[src/rtl/rx_pkg.sv]
// Shared definitions for the 802.16 receive-side de-randomizer: PRBS seed,
// FSM state type and the byte-wide PRBS step.
package rx_pkg;

    localparam logic [14:0] PRBS_SEED_802_16 = 15'b100101010000000;

    typedef enum logic [1:0] {
        IDLE  = 2'd0,
        RUN   = 2'd1,
        DRAIN = 2'd2
    } rx_state_e;

    // Eight serial steps of 1 + x^14 + x^15, first step lands in mask[7].
    function automatic logic [22:0] prbs8(input logic [14:0] s);
        logic [14:0] st;
        logic [7:0]  m;
        logic        p;
        st = s;
        m  = '0;
        for (int i = 7; i >= 0; i--) begin
            p    = st[14] ^ st[13];
            m[i] = p;
            st   = {st[13:0], p};
        end
        return {st, m};
    endfunction

endpackage

[src/rtl/rx_byte_fifo2.sv]
// Two-entry byte FIFO; a read and a write in the same cycle keep the count,
// so a full buffer can accept while it is being popped.
module rx_byte_fifo2 (
    input  logic       i_clk,
    input  logic       i_rst_n,
    input  logic       i_wr,
    input  logic [7:0] i_wdata,
    input  logic       i_rd,
    output logic [7:0] o_rdata,
    output logic       o_full,
    output logic       o_empty
);

    logic [7:0] r_mem [0:1];
    logic       r_wr_ptr;
    logic       r_rd_ptr;
    logic [1:0] r_count;
    logic       w_rd;

    assign o_full  = (r_count == 2'd2);
    assign o_empty = (r_count == 2'd0);
    assign o_rdata = r_mem[r_rd_ptr];
    assign w_rd    = i_rd & ~o_empty;

    always_ff @(posedge i_clk or negedge i_rst_n) begin
        if (!i_rst_n) begin
            r_mem[0] <= 8'h00;
            r_mem[1] <= 8'h00;
            r_wr_ptr <= 1'b0;
            r_rd_ptr <= 1'b0;
            r_count  <= 2'd0;
        end else begin
            if (i_wr) begin
                r_mem[r_wr_ptr] <= i_wdata;
                r_wr_ptr        <= ~r_wr_ptr;
            end
            if (w_rd) begin
                r_rd_ptr <= ~r_rd_ptr;
            end
            case ({i_wr, w_rd})
                2'b10:   r_count <= r_count + 2'd1;
                2'b01:   r_count <= r_count - 2'd1;
                default: r_count <= r_count;
            endcase
        end
    end

endmodule

[src/rtl/rx_derandomizer.sv]
// 802.16 byte de-randomizer: burst FSM plus PRBS register feeding a 2-entry
// output buffer, reseeded at every burst start.
module rx_derandomizer
    import rx_pkg::*;
(
    input  logic       CLK_I,
    input  logic       RST_I,
    input  logic [7:0] DAT_I,
    input  logic       CYC_I,
    input  logic       STB_I,
    input  logic       WE_I,
    output logic       ACK_O,
    output logic [7:0] DAT_O,
    output logic       CYC_O,
    output logic       STB_O,
    output logic       WE_O,
    input  logic       ACK_I,
    output logic [1:0] o_dbg_state
);

    rx_state_e   r_state;
    logic [14:0] r_prbs;

    logic [22:0] w_prbs8;
    logic [7:0]  w_mask;
    logic [14:0] w_prbs_next;
    logic        w_full;
    logic        w_empty;
    logic        w_rd;
    logic        w_accept;

    assign w_prbs8     = prbs8(r_prbs);
    assign w_mask      = w_prbs8[7:0];
    assign w_prbs_next = w_prbs8[22:8];

    // A pop this cycle frees a slot, so a full buffer may still accept.
    assign w_rd     = ACK_I & ~w_empty;
    assign w_accept = (r_state == RUN) & CYC_I & STB_I & WE_I & (~w_full | w_rd);

    assign ACK_O       = w_accept;
    assign STB_O       = ~w_empty;
    assign WE_O        = ~w_empty;
    assign CYC_O       = (r_state != IDLE);
    assign o_dbg_state = r_state;

    rx_byte_fifo2 u_fifo (
        .i_clk   (CLK_I),
        .i_rst_n (RST_I),
        .i_wr    (w_accept),
        .i_wdata (DAT_I ^ w_mask),
        .i_rd    (w_rd),
        .o_rdata (DAT_O),
        .o_full  (w_full),
        .o_empty (w_empty)
    );

    // A new burst is held in IDLE until the previous burst has fully drained.
    always_ff @(posedge CLK_I or negedge RST_I) begin
        if (!RST_I) begin
            r_state <= IDLE;
            r_prbs  <= PRBS_SEED_802_16;
        end else begin
            case (r_state)
                IDLE: begin
                    if (CYC_I && w_empty) begin
                        r_prbs  <= PRBS_SEED_802_16;
                        r_state <= RUN;
                    end
                end
                RUN: begin
                    if (w_accept) begin
                        r_prbs <= w_prbs_next;
                    end
                    if (!CYC_I) begin
                        r_state <= DRAIN;
                    end
                end
                DRAIN: begin
                    if (w_empty) begin
                        r_state <= IDLE;
                    end
                end
                default: r_state <= IDLE;
            endcase
        end
    end

endmodule

[config.mk]
export PLATFORM = sky130hd
export DESIGN_NAME = rx_derandomizer
export DESIGN_NICKNAME = d
export VERILOG_FILES = /design/src/rtl/rx_pkg.sv /design/src/rtl/rx_byte_fifo2.sv /design/src/rtl/rx_derandomizer.sv
export SDC_FILE = /design/constraint.sdc
export NUM_CORES = 1
export LEC_CHECK = 0
export ABC_AREA = 1
export BUFFER_PORTS_ARGS = -buffer_cell sky130_fd_sc_hd__buf_2
export CORE_UTILIZATION = 45
export CTS_CLUSTER_DIAMETER = 50
export DETAILED_ROUTE_END_ITERATION = 6
export PLACE_DENSITY = 0.71
export SETUP_SLACK_MARGIN = 0.5
export SLEW_MARGIN = 20
export SYNTH_ARGS = -nofsm -noshare
export SYNTH_HDL_FRONTEND = slang
export SYNTH_HIERARCHICAL = 1
export SYNTH_SLANG_ARGS = --single-unit
[constraint.sdc]
create_clock -name CLK_I -period 1.95 [get_ports CLK_I]
set_input_delay 0.39 -clock CLK_I [delete_from_list [all_inputs] [get_ports CLK_I]]
set_output_delay 0.39 -clock CLK_I [all_outputs]
set_load 0.005 [all_outputs]
### After elaboration in Yosys (flattened, before gate mapping)

Cells that the tools add are included.

* logic and storage cells: 66
* input bits: 14
* register bits after elaboration: 37

* bitwise logic cells: 22
* order comparisons: 3
* muxes and demuxes: 14
* reductions and logical operators: 9
* eq/ne operators: 9
* $add $sub $neg: 2

Operator list (number)
* $mux 8: 4
* $mux 15: 2
* $pmux 15 s2: 1
* $bwmux 16: 1
* $demux 8 s1: 1
* $xor 1x1->1: 8
* $xor 8x8->8: 1
* $and 1x1->1: 6
* $eq 2x2->1 const B: 3
* $mux 2: 3
* $pmux 2 s3: 1
* $reduce_and 3->1: 2
* $reduce_bool 2->1: 3
* $eq 2x1->1 const B: 2
* $ge 2x2->1 const B: 2
* $logic_not 2->1: 2
* $ne 2x1->1 const B: 2
* $ne 2x2->1 const B: 2
* $not 1->1: 4
* $not 1->2: 2
* $pmux 2 s2: 1
* $add 2x1->2 const B: 1
* $logic_and 1x1->1: 2
* $lt 2x1->1 const B: 1
* other kinds (2): 2

### Depth between registers and ports, before layout

* depth after elaboration: 7
* mapped depth: 16
* gate-level depth less buffers: 15

### Modules after synthesis

The synthesis kept the hierarchy.

Modules (own cells, without submodules)
* rx_derandomizer: area an instance 993.5 um^2, times used 1, cells an instance 121
* rx_byte_fifo2: area an instance 952.2 um^2, times used 1, cells an instance 114

### Worst setup path after synthesis

No wires, ideal clock.

* path type: reg-to-reg
* start: register u_fifo.r_count[0]
* end: register u_fifo/r_mem[9] in the netlist's numbering
* library setup time: 117 ps
* clock period less this slack: 1979 ps
* arrival: 1862 ps
* buffers on the path: 3
* cell stages (with the launch flop): 16
* path slack: -29 ps
* data required time: 1833 ps
* cells stage by stage: dfrtp_1 inv_1 nand2_1 inv_1 inv_1 nand2_1 nand2_1 nand3_4 buf_2 inv_1 inv_2 or2_1 buf_6 buf_12 nand2_2 o21ai_2

* longest elaborated chain between the ends: 5
* elaborated cells between the ends (all ways): 7
* those cells by class: eq/ne (1); bitwise (5); reduce/logical (1)

RTL lines
* start: declaration: line rx_byte_fifo2.sv:17 `logic [1:0] r_count;`
* start signal: assignment: line rx_byte_fifo2.sv:41 `2'b10: r_count <= r_count + 2'd1;`
* start signal: assignment: line rx_byte_fifo2.sv:42 `2'b01: r_count <= r_count - 2'd1;`
* start signal: assignment: line rx_byte_fifo2.sv:43 `default: r_count <= r_count;`
* $logic_not 2->1: line rx_byte_fifo2.sv:21 `assign o_empty = (r_count == 2'd0);`
* named net w_empty: line rx_derandomizer.sv:28 `logic w_empty;`
* $not 1->1
* named net STB_O: line rx_derandomizer.sv:15 `output logic STB_O,`
* $and 1x1->1: line rx_derandomizer.sv:37 `assign w_rd = ACK_I & ~w_empty;`
* $or 1x1->1: line rx_derandomizer.sv:38 `assign w_accept = (r_state == RUN) & CYC_I & STB_I & WE_I & (~w_full | w_rd);`
* $and 1x1->1: line rx_derandomizer.sv:38
* named net ACK_O: line rx_derandomizer.sv:12 `output logic ACK_O,`
* end signal: indexed assignment: line rx_byte_fifo2.sv:34 `r_mem[r_wr_ptr] <= i_wdata;`
* end: declaration: line rx_byte_fifo2.sv:14 `logic [7:0] r_mem [0:1];`

The timed path passes the listed nets, and every way through them passes these cells.
A chain may end at the register's enable or synchronous reset.

### Worst setup path in the final report

* start: register u_fifo.r_count[0]
* end: output port ACK_O

* elaborated cells between the ends (all ways): 7
* those cells by class: eq/ne (1); bitwise (5); reduce/logical (1)

RTL lines
* $eq 2x2->1: line rx_byte_fifo2.sv:20 `assign o_full = (r_count == 2'd2);`
* named net w_full: line rx_derandomizer.sv:27 `logic w_full;`
* $not 1->1: line rx_derandomizer.sv:38
* $or 1x1->1: line rx_derandomizer.sv:38
* $and 1x1->1: line rx_derandomizer.sv:38
* end: declaration: line rx_derandomizer.sv:12

The timed path passes the listed nets, and every way through them passes these cells.

==> reports/qor.csv <==
stage,metric,value,unit
outcome,status,completed,
clock_tree,clkLatencyLatePin,0.29,ns
global_routing,grt_usage,0.215,
synthesis,synth_top_cell_by_area,dfrtp_1,
placed_design,gp_congestion,0.812,
timing,fin_setup_tns,0,ns
route,ant_nets,0,
synthesis,syn_area_per_cell,8.28,um^2
route,drc,0,
power_and_ir_drop,comb_power_share,0.522,
global_routing,grt_start_max_net_pins,38,
worst_setup_path,start_kind,register,
worst_setup_path,critPathMaxFanout,3,
power_and_ir_drop,p_clk_frac,0.142,
hold_path,hp-class,in2async,
timing,period_needed,1.69,ns
clock_tree,clockBufferDepth,2,
clock_tree,cts_num_sinks,37,
worst_setup_path,required,1.56,ns
timing,hold_viol,0,
synthesis,syn-cell-area,0.00195,mm^2
synthesis,synth_mux_area_frac,0,
worst_setup_path,worst-endpoint-arrival,1.30,ns
global_routing,grt_pass1_vias,1575,
cells_and_area,drive_gt1_frac,0.412,
cells_and_area,num_antenna_cells,0,
placed_design,dp_hpwl,2510,um
die,fp.dieH,67.8,um
flow_run,maxCapViolations,0,
route,vias,1606,
worst_setup_path,r2r-start,u_fifo/r_count[0],
clock_tree,cts_root_buf,clkbuf_8,
die,fp-row-count,23,
cells_and_area,layout_common_cells,"nand2_1, dfrtp_1, buf_2",
power_and_ir_drop,power.share.sequential,0.337,
timing,max_slew_margin,0.682,
route,drt_wl_total,4390,um
clock_tree,cts_buffers,5,
global_routing,grt_overflow,0,
synthesis,synth.distinct_cells,25,
timing,setup_viol,0,
worst_setup_path,r2r_slack,0.31,ns
synthesis,ys_seq_area_frac,0.478,
synthesis,synth_fa_ha_area_frac,0.00643,
route,drt_first_pass_iters,4,
power_and_ir_drop,power_density,1530,mW/mm^2
timing,fmax,592,MHz
synthesis,synth_compound_area_frac,0.0617,
cells_and_area,layout_commonest_cell,nand2_1,
worst_setup_path,reg2reg_to,u_fifo/r_count[1],
timing,maxSlewViolCount,0,
synthesis,synth_top_family_by_area,simple AND/OR/NAND/NOR gates,
synthesis,ys_ff_latch,37,
synthesis,syn-num-nets,250,
clock_tree,cts_hold_buf,0,
worst_setup_path,rr_worst_depth,12,
synthesis,yosys_warnings,6,
power_and_ir_drop,swShare,0.400,
synthesis,synth-xor-area-share,0.0765,
global_routing,grt_pass1_wl,7200,um
power_and_ir_drop,cellLeakagePower,1.34,nW
cells_and_area,area_delta_synth_final,33.1,%
route,avgRoutedWirePerCell,12.9,um
die,die_w,67.8,um
timing,rsz0062_at_grt,yes,
synthesis,ys_top_cells_by_area,"dfrtp_1, nand2_1, xnor2_1",
timing,finalHoldWorstSlack,0.133,ns
route,vias_per_cell,4.74,
synthesis,netlist_instances,235,
power_and_ir_drop,p_sw,1.58,mW
worst_setup_path,critPathKind,reg2out,
clock_tree,cts_max_level,2,
worst_setup_path,cp-end-kind,primary output,
cells_and_area,fin_nets,303,
power_and_ir_drop,peakVddDrop,0.667,mV
synthesis,synth_top_area_frac,0.424,
timing,period_share,0.866,
global_routing,antenna_found_initial,0,
power_and_ir_drop,p_int,2.38,mW
die,initial_core_util,0.476,
die,dieArea,0.00459,mm^2
clock_tree,cts_tree,yes,
die,coreArea,0.00409,mm^2
synthesis,yosys.area_share.simple,0.286,
die,ios,28,
timing,fin_skew,0.00390,ns
placed_design,port_buffers,27,
timing,worst_slew_pin_slew,0.478,ns
clock_tree,path_clk_slew,0.07,ns
route,first_iter_violations,68,
[layout make-up]
class	instances	area (um^2)
tap	50	62.6
sequential	37	931
multi-input combinational	164	970
clock buffer	6	82.6
timing repair inverter	1	8.76
timing repair buffer	52	404
clock inverter	2	13.8
fill	334	1500
inverter	27	116
[Yosys cell counts]
library cell and n:
nor2_1 12, ha_1 1, or2_2 3, inv_1 24, buf_6 2, nor2_4 1
dfstp_2 4, inv_2 2, nand2_2 1, xnor2_1 17, buf_2 2, o21ai_0 10
buf_4 2, or2_1 1, nand3_1 19, nand2_4 2, dfrtp_1 33, nand4_1 1
clkbuf_1 2, nand3_4 1, buf_12 1, o21ai_2 8, clkinv_1 1, nand4_2 1
nand2_1 84
[stage by stage]
stage          setup WS (ns)  cell area (um^2)  instances  total power [mW]  utilization
2_1_floorplan          0.182              1970        235              2.39            -
3_3_place_gp           0.197              2110        307              2.72        0.516
3_5_place_dp           0.100              2110        307              2.75        0.516
4_1_cts                0.259              2470        331              3.72        0.604
5_1_grt                0.195              2590        339              4.26        0.633
6_report               0.261              2590        339              3.96        0.633
[state kept, by name, summed over array words and instances (netlist names)]
name	count
o_dbg_state	2
u_fifo/r_wr_ptr	1
u_fifo/r_mem	16
u_fifo/r_count	2
u_fifo/r_rd_ptr	1
r_prbs	15
[critical path: stages, from the launching register on]
cell and delay (ns):
dfrtp_1 0.39, buf_4 0.14, nor2_1 0.16, nand2_2 0.10
nand3_4 0.07, inv_4 0.04, buf_6 0.10
[how the worst max path moves through the flow]
stage	startpoint	endpoint	slack (ns)	depth (start not counted)
finish	u_fifo/r_count[0]	ACK_O	0.26	6
global route	u_fifo/r_count[0]	ACK_O	0.19	9
CTS	u_fifo/r_count[0]	ACK_O	0.26	9
detailed placement	u_fifo/r_count[0]	u_fifo/r_mem[14]	0.10	12
global placement	u_fifo/r_count[0]	u_fifo/r_mem[10]	0.20	12
floorplan	u_fifo/r_count[0]	u_fifo/r_mem[9]	0.18	15
[per-layer routing]
metal  vias to the layer above  GRT usage  part of all wire
li1                        829          -                 -
met2                        24      0.368              0.52
met5                         -          0                 0
met3                         8     0.0524             0.033
met1                       745      0.268              0.44
met4                         0     0.0559             0.013
[what timing repair did]
item                                    CTS  global route
pin swaps                                 9            10
resized for setup                        33            19
gates cloned                              4             0
endpoints found under the setup margin   45            46
buffers inserted                         12             8
[logic make-up after synthesis]
family / after synthesis
AO/OA/AOI/OAI: 18
XOR/XNOR: 17
adder cells (fa/ha/maj): 1
buffers and inverters: 36
flip-flops: 37
AND/OR/NAND/NOR: 126
[power groups by stage]
| stage | combinational (mW) | sequential [mW] | clock, mW |
|---|---|---|---|
| finish | 2.07 | 1.33 | 0.561 |
| global route | 2.29 | 1.37 | 0.608 |
| CTS | 1.82 | 1.32 | 0.577 |
| detailed placement | 1.45 | 1.30 | 0 |
| global placement | 1.42 | 1.30 | 0 |
| floorplan | 1.13 | 1.26 | 0 |
No activity file was read; power rests on OpenSTA's default activity.
